$ cat config.mk
export PLATFORM = sky130hd
export DESIGN_NAME = fetch_stage
export DESIGN_NICKNAME = d
export VERILOG_FILES = /design/src/rtl/core_pkg.sv /design/src/rtl/pc_legal_check.sv /design/src/rtl/fetch_stage.sv
export SDC_FILE = /design/constraint.sdc
export NUM_CORES = 1
export LEC_CHECK = 0
export CORE_ASPECT_RATIO = 0.9
export CORE_UTILIZATION = 50
export DETAILED_ROUTE_END_ITERATION = 10
export DONT_BUFFER_PORTS = 1
export GPL_TIMING_DRIVEN = 1
export PLACE_DENSITY_LB_ADDON = 0.25
export SETUP_SLACK_MARGIN = 0.05
export SYNTH_ARGS = -nofsm -noshare
export SYNTH_HDL_FRONTEND = slang
export SYNTH_SLANG_ARGS = --single-unit
$ cat constraint.sdc
create_clock -name clk -period 4.9 [get_ports clk]
set_input_delay 0.735 -clock clk [delete_from_list [all_inputs] [get_ports clk]]
set_output_delay 0.735 -clock clk [all_outputs]
set_load 0.01 [all_outputs]
$ cat src/rtl/core_pkg.sv
// core_pkg: shared core types and constants (fetch FSM, NOP encoding, ROM window).
package core_pkg;
  typedef enum logic [1:0] {BOOT, RUN, HALT} fetch_state_t;
  localparam logic [31:0] NOP = 32'h0000_0013;
  localparam logic [31:0] RESET_VECTOR = 32'hBFC0_0000;
  localparam int unsigned ROM_BYTES = 4096;
endpackage

$ cat src/rtl/pc_legal_check.sv
// pc_legal_check: combinational word-alignment and address-window check.
module pc_legal_check #(
  parameter int W = 32,
  parameter logic [W-1:0] BASE = '0,
  parameter int unsigned BYTES = 4
) (
  input  logic [W-1:0] addr_i,
  output logic         legal_o
);
  localparam logic [W-1:0] LAST = BASE + W'(BYTES) - W'(4);
  assign legal_o = (addr_i[1:0] == 2'b00) && (addr_i >= BASE) && (addr_i <= LAST);
endmodule

$ cat src/rtl/fetch_stage.sv
// fetch_stage: PC ownership, ROM addressing and IF/ID register with stall, flush, redirect and fault halt.
module fetch_stage #(
  parameter int ADDRESS_WIDTH = 32,
  parameter int INSTR_WIDTH = 32,
  parameter logic [ADDRESS_WIDTH-1:0] RESET_VECTOR = core_pkg::RESET_VECTOR,
  parameter int unsigned ROM_BYTES = core_pkg::ROM_BYTES
) (
  input  logic                     clk,
  input  logic                     rst_n,
  input  logic                     stall_f,
  input  logic                     stall_d,
  input  logic                     flush_d,
  input  logic                     pc_src_e,
  input  logic [ADDRESS_WIDTH-1:0] pc_target_e,
  output logic [ADDRESS_WIDTH-1:0] pc_f,
  input  logic [INSTR_WIDTH-1:0]   rom_dout,
  output logic [INSTR_WIDTH-1:0]   instr_d,
  output logic [ADDRESS_WIDTH-1:0] pc_d,
  output logic [ADDRESS_WIDTH-1:0] pc_plus4_d,
  output logic                     valid_d,
  output logic                     fault,
  output logic [ADDRESS_WIDTH-1:0] fault_pc
);
  import core_pkg::*;
  localparam logic [INSTR_WIDTH-1:0] BUBBLE = INSTR_WIDTH'(NOP);
  fetch_state_t state_q;
  logic [ADDRESS_WIDTH-1:0] pc_f_q, pc_d_q, pc_plus4_d_q, fault_pc_q, pc_plus4_f, npc;
  logic [INSTR_WIDTH-1:0] instr_d_q;
  logic valid_d_q, fault_q, npc_legal, bad_npc, bubble, load;
  pc_legal_check #(.W(ADDRESS_WIDTH), .BASE(RESET_VECTOR), .BYTES(ROM_BYTES)) u_check (
    .addr_i  (npc),
    .legal_o (npc_legal)
  );
  // A redirect squashes the word currently at pc_f: it is wrong-path.
  always_comb begin
    pc_plus4_f = pc_f_q + ADDRESS_WIDTH'(4);
    npc = pc_src_e ? pc_target_e : stall_f ? pc_f_q : pc_plus4_f;
    bad_npc = (npc != pc_f_q) && !npc_legal;
    bubble = (state_q == BOOT) || (state_q == RUN && flush_d)
          || (!stall_d && (state_q == HALT || (state_q == RUN && pc_src_e)));
    load = (state_q == RUN) && !flush_d && !stall_d && !pc_src_e;
  end
  always_ff @(posedge clk or negedge rst_n) begin
    if (!rst_n) begin
      state_q <= BOOT;
      pc_f_q <= RESET_VECTOR;
      instr_d_q <= BUBBLE;
      pc_d_q <= '0;
      pc_plus4_d_q <= '0;
      valid_d_q <= 1'b0;
      fault_q <= 1'b0;
      fault_pc_q <= '0;
    end else begin
      if (state_q == BOOT) state_q <= RUN;
      if (state_q == RUN) begin
        if (bad_npc) begin
          state_q <= HALT;
          fault_q <= 1'b1;
          fault_pc_q <= npc;
        end else pc_f_q <= npc;
      end
      if (bubble) begin
        instr_d_q <= BUBBLE;
        pc_d_q <= '0;
        pc_plus4_d_q <= '0;
        valid_d_q <= 1'b0;
      end else if (load) begin
        instr_d_q <= rom_dout;
        pc_d_q <= pc_f_q;
        pc_plus4_d_q <= pc_plus4_f;
        valid_d_q <= 1'b1;
      end
    end
  end
  assign pc_f = pc_f_q;
  assign instr_d = instr_d_q;
  assign pc_d = pc_d_q;
  assign pc_plus4_d = pc_plus4_d_q;
  assign valid_d = valid_d_q;
  assign fault = fault_q;
  assign fault_pc = fault_pc_q;
endmodule

Word-level counts from Yosys, hierarchy flattened
Cells that the tools add are included.

cells by class
  $add $sub $neg = 1
  $lt $le $gt $ge = 2
  eq/ne operators = 3
  multiplexer cells = 13
  bitwise logic cells = 1
  reduce and logical (&&, ||, !) cells = 21

operator list
  cell                                                                   count
  32-bit two-way mux                                                     8
  32-bit by 3-bit adder with 32-bit output, second input constant        1
  32-bit greater-or-equal comparator, second input constant              1
  32-bit <= comparator, second input constant                            1
  32-bit != test                                                         1
  1-bit logical AND                                                      9
  2-bit two-way mux                                                      3
  1-bit zero test                                                        4
  2-bit zero test                                                        2
  2-bit AND reduction                                                    2
  1-bit logical OR                                                       3
  2-bit by 1-bit equality test with 1-bit output, second input constant  1
  2-bit equality test, second input constant                             1
  1-bit two-way mux                                                      2
  2-bit nonzero test                                                     1
  1-bit inverter                                                         1

word-level totals
  register bits = 164
  bits of input ports = 70
  output and inout port bits = 162
  word-level logic and storage cells = 49

Depth between registers and ports, before layout
  word-level depth = 10
  gate-level depth with buffers = 13
  gate-level depth less buffers = 10

Cells and area by module
From an unflattened synthesis, not the netlist that was laid out.

second synthesis, totals
  cells, all modules = 710
  area total of the unflattened synthesis = 7866.3 µm²

modules (own cells, without submodules)
  module          times used  cells an instance  area an instance (µm²)  seq. area each (µm²)
  fetch_stage     1           701                7796.2                  4068.9
  pc_legal_check  1           9                  70.1                    0.0

Least setup slack after synthesis
No wires, ideal clock.

  path type = in2reg
  from = in stall_f
  to = reg fault_pc_q[15], in the netlist fault_pc[15]
  setup time = 125 ps
  data arrival time = 3750 ps
  data required time = 4775 ps
  setup slack = 1025 ps
  cell stages on the path = 11
  path buffers = 2
  cell sequence = nand4b_2 > or4_1 > buf_2 > xnor2_2 > o21ai_1 > or4_1 > or4_4 > o31a_1 > nand2_2 > buf_4 > mux2_2

between the ends
  word-level cells in the longest chain between the ends = 8
  elaborated cells on any way between the ends = 11
  classes of those cells = order compare (2); eq/ne (1); mux (2); reduce/logical (6)

RTL lines
  what                                                                          line                  RTL
  from (decl)                                                                   fetch_stage.sv:10     input logic stall_f,
  32-bit two-way mux * (2 in a row)                                             fetch_stage.sv:37     npc = pc_src_e ? pc_target_e : stall_f ? pc_f_q : pc_plus4_f;
  32-bit greater-or-equal comparator / 2-bit zero test (equally long branches)  pc_legal_check.sv:11  assign legal_o = (addr_i[1:0] == 2'b00) && (addr_i >= BASE) && (addr_i <= LAST);
  1-bit logical AND (2 in a row)                                                pc_legal_check.sv:11
  1-bit zero test                                                               fetch_stage.sv:38     bad_npc = (npc != pc_f_q) && !npc_legal;
  1-bit logical AND                                                             fetch_stage.sv:38
  2-bit AND reduction (no source line)                                          n/a
  to (signal assigned)                                                          fetch_stage.sv:59     fault_pc_q <= npc;
  to (decl)                                                                     fetch_stage.sv:27     logic [ADDRESS_WIDTH-1:0] pc_f_q, pc_d_q, pc_plus4_d_q, fault_pc_q, pc_plus4_f, npc;

Every way passes the cells marked *; elsewhere a longest branch is shown, timed or not.
A chain may end at the register's enable or synchronous reset.

Worst setup path after layout
  from = reg pc_f_q[12], in the netlist pc_f[12]
  to = reg pc_f_q[1], in the netlist pc_f[1]

between the ends
  word-level cells in the longest chain between the ends = 10
  elaborated cells on any way between the ends = 12
  classes of those cells = add/sub (1); order compare (2); eq/ne (1); mux (2); bitwise (1); reduce/logical (5)

RTL lines
  what                                      line                  RTL
  from (decl)                               fetch_stage.sv:27
  from (signal assigned)                    fetch_stage.sv:60     end else pc_f_q <= npc;
  32-bit by 3-bit adder with 32-bit output  fetch_stage.sv:36     pc_plus4_f = pc_f_q + ADDRESS_WIDTH'(4);
  32-bit two-way mux (2 in a row)           fetch_stage.sv:37
  32-bit greater-or-equal comparator        pc_legal_check.sv:11
  1-bit logical AND (2 in a row)            pc_legal_check.sv:11
  1-bit zero test                           fetch_stage.sv:38
  1-bit logical AND *                       fetch_stage.sv:38
  1-bit inverter (no source line) *         n/a
  2-bit AND reduction (no source line) *    n/a

Marked as above.

==> impl_metrics.toml <==
[run_status]
outcome = "finished, final reports clean"

[logic_synthesis]
yosysMostFrequentCell = "dfrtp_1"
synth-seq-cells = 162
yosys.area_share.simple_pct = 14.03
yosys-top-cells-area = "dfrtp_1 (46%), a22o_1 (8.1%), xnor2_1 (4.5%)"
yosys.area_share.adder_pct = 0.1540
synth_edf_count = 0
synth-compound-area-share_pct = 18.65
synth_area_leader_cell = "dfrtp_1"
synth_common_cells = "dfrtp_1 (150), a22o_1 (75), nand2_1 (64), clkbuf_1 (50), xnor2_1 (42)"
synth_ff_type = "dfrtp_1"
syn_nets = 840
synth_warnings = 0
synth-xor-area-share_pct = 8.609
yosysTopAreaCellShare_pct = 46.20
yosys.cell_types.count = 59
async_flop_share_pct = 100.0
syn_inst = 769
yosysSeqAreaShare_pct = 50.08
synth_mux_area_share_pct = 3.958
synth_top_family_by_area = "compound AO/OA/AOI/OAI gates"
synth_area_um2 = 8124
synth.avg_cell_area_um2 = 10.56

[power]
powerDensity_nw_per_um2 = 354.6
ir_worst_vdd_mv = 0.2717
leakage_uw = 0.003787
power_uw = 3173

[global_route]
grt_pass1_wl_um = 38370
grt_use_total_pct = 31.68
grt_antenna_before_repair = 0
grt_max_degree = 145
grt_pass1_vias = 6234
grt_overflow = 0

[drt]
dr.pass1.iters = 5
vias = 6380
drt-total-wl_um = 25990
routed_via_density = 6.674
ant_nets = 0
dr.first_iter.drc_count = 531
drt-wirelength-per-cell_um = 27.19
drcViolationCount = 0

[sta]
setup_tns_ps = 0
worstMarginPinSlew_ps = 1018
maxSlewViolCount = 0
min_period_ps = 4082
rsz0062_at_grt = "false"
slew_headroom_pct = 32.15
post-route-period-util_pct = 83.30
setup_viol = 0
fmax_mhz = 245.0
skew_ps = 8.112
hold_violations = 0

[die]
die_y_um = 122.9
die_w_um = 136.4
core_area_um2 = 15660
initial_utilization_pct = 51.89
rows = 43
die-area_um2 = 16760
io_pins = 232

[clock_network]
cts_tree = "built"
cts_root_buf = "clkbuf_16"
cts_max_path_buffers = 2
cts_setup_buffers = 0
clock-sinks = 162
clk_pin_slew_ps = 60
cts_buffers = 17
cts.htree.levels = 4
clk_latency_ps = 430

[worst_hold_path]
hold_class = "primary input to asynchronous set/reset pin"

[flow_run]
maxCapViolCount = 0

[setup_path]
cp.required_ps = 5220
cp.arrival_ps = 4400
crit_path_start_kind = "register"
path_class = "register to register"
worstPathMaxFanout = 12
end_kind = "register"
rr_worst_depth = 10

[cells_and_area]
diodes = 0
n_fill_cell = 1345
area_growth_pct = 10.16
drive_above_1_share_pct = 13.93
finalNetCount = 812

[placement]
io_buffers = 0
dp_hpwl_um = 18100
place_congestion = 0.9705
==> layer usage <==
layer	track usage (%)	routed length (um)	vias to the layer above
met4	15.14	932	0
met5	0	0	-
met1	41.47	10640	3146
met2	47.05	11540	402
li1	-	-	2765
met3	10.87	2875	67
==> layout by cell type, fill, tap and decap left out, types with 7 or more instances in the layout <==
| cell type | Yosys | final |
|---|---|---|
| a22o_1 | 75 | 75 |
| and3_1 | 7 | 7 |
| buf_4 | 8 | 26 |
| clkbuf_16 | 0 | 17 |
| dfrtp_1 | 150 | 150 |
| dfstp_2 | 12 | 12 |
| mux2_2 | 25 | 25 |
| nand2_1 | 64 | 63 |
| nand2b_1 | 8 | 8 |
| nand3_1 | 27 | 27 |
| nand4_1 | 15 | 15 |
| nor2_1 | 31 | 31 |
| nor2b_1 | 7 | 7 |
| nor3_1 | 18 | 18 |
| nor4_1 | 15 | 14 |
| o211ai_1 | 7 | 7 |
| o21ai_0 | 41 | 41 |
| o22a_1 | 8 | 8 |
| o2bb2ai_1 | 20 | 20 |
| o31ai_1 | 7 | 7 |
| or4_1 | 9 | 9 |
| xnor2_1 | 42 | 42 |
| xor2_1 | 36 | 36 |
==> kinds of logic after synthesis <==
family,after synthesis
adder cells (fa/ha/maj),1
XOR/XNOR,79
AND/OR/NAND/NOR,219
AO/OA/AOI/OAI,197
buffers and inverters,82
multiplexers,29
flip-flops,162
==> flip-flops by register name, indices dropped and copies added (netlist names) <==
name	flops
instr_d	32
pc_plus4_d	30
pc_f	32
fault_pc	32
fault	1
pc_d	32
state_q	2
valid_d	1
==> worst max-delay path: stages, from the launching register on <==
cell	delay (ps)
dfrtp_1	700
nand4_4	220
or4_1	670
xnor2_2	170
o21ai_1	100
or4_1	530
or4_4	580
o31ai_4	270
buf_4	250
nand3_1	160
mux2_2	310
==> report_power, final <==
part           leakage (uW)  internal (uW)  switching [uW]
registers           0.00216           1390            76.0
clock network      0.000309            924             552
logic               0.00132           86.4             149
==> area by class of cell <==
cell class | instances | area (um^2) | area share [%]
inverter | 6 | 22.52 | 0.2516
timing repair buffer | 29 | 252.7 | 2.824
multi-input combinational | 525 | 3702 | 41.37
sequential | 162 | 4069 | 45.46
tap | 202 | 252.7 | 2.824
clock inverter | 11 | 200.2 | 2.237
clock buffer | 21 | 450.4 | 5.033
==> final timing paths <==
| check | start | slack (ps) | to |
|---|---|---|---|
| max in group asynchronous | rst_n | 3870 | pc_f[19] |
| min in group clk | rom_dout[16] | 440 | instr_d[16] |
| min reg2reg | instr_d[4] | 540 | instr_d[4] |
| max | pc_f[12] | 820 | pc_f[1] |
| max reg2reg | pc_f[12] | 820 | pc_f[1] |
| min | rst_n | 150 | instr_d[0] |
==> what timing repair did <==
| action | CTS | global route |
|---|---|---|
| setup endpoints to repair | 0 | 0 |
| endpoints found under the hold margin | 144 | 0 |
| hold buffers | 2 | 0 |
| gates resized for setup | 0 | 0 |
==> through the flow <==
step           utilization [%]  setup slack (ps)  instances  hold slack (ps)  instance area [um^2]
6_report                 57.16             818.1        956            145.4                  8950
5_1_grt                  57.16             646.1        956            122.1                  8950
4_1_cts                  57.16             847.7        956            131.2                  8950
3_5_place_dp             52.77             812.0        922            444.1                  8262
3_3_place_gp             52.77             814.4        922            444.0                  8262
2_1_floorplan                -              1025        769            439.4                  8124
Note: power is estimated with default switching activity, not from simulation.
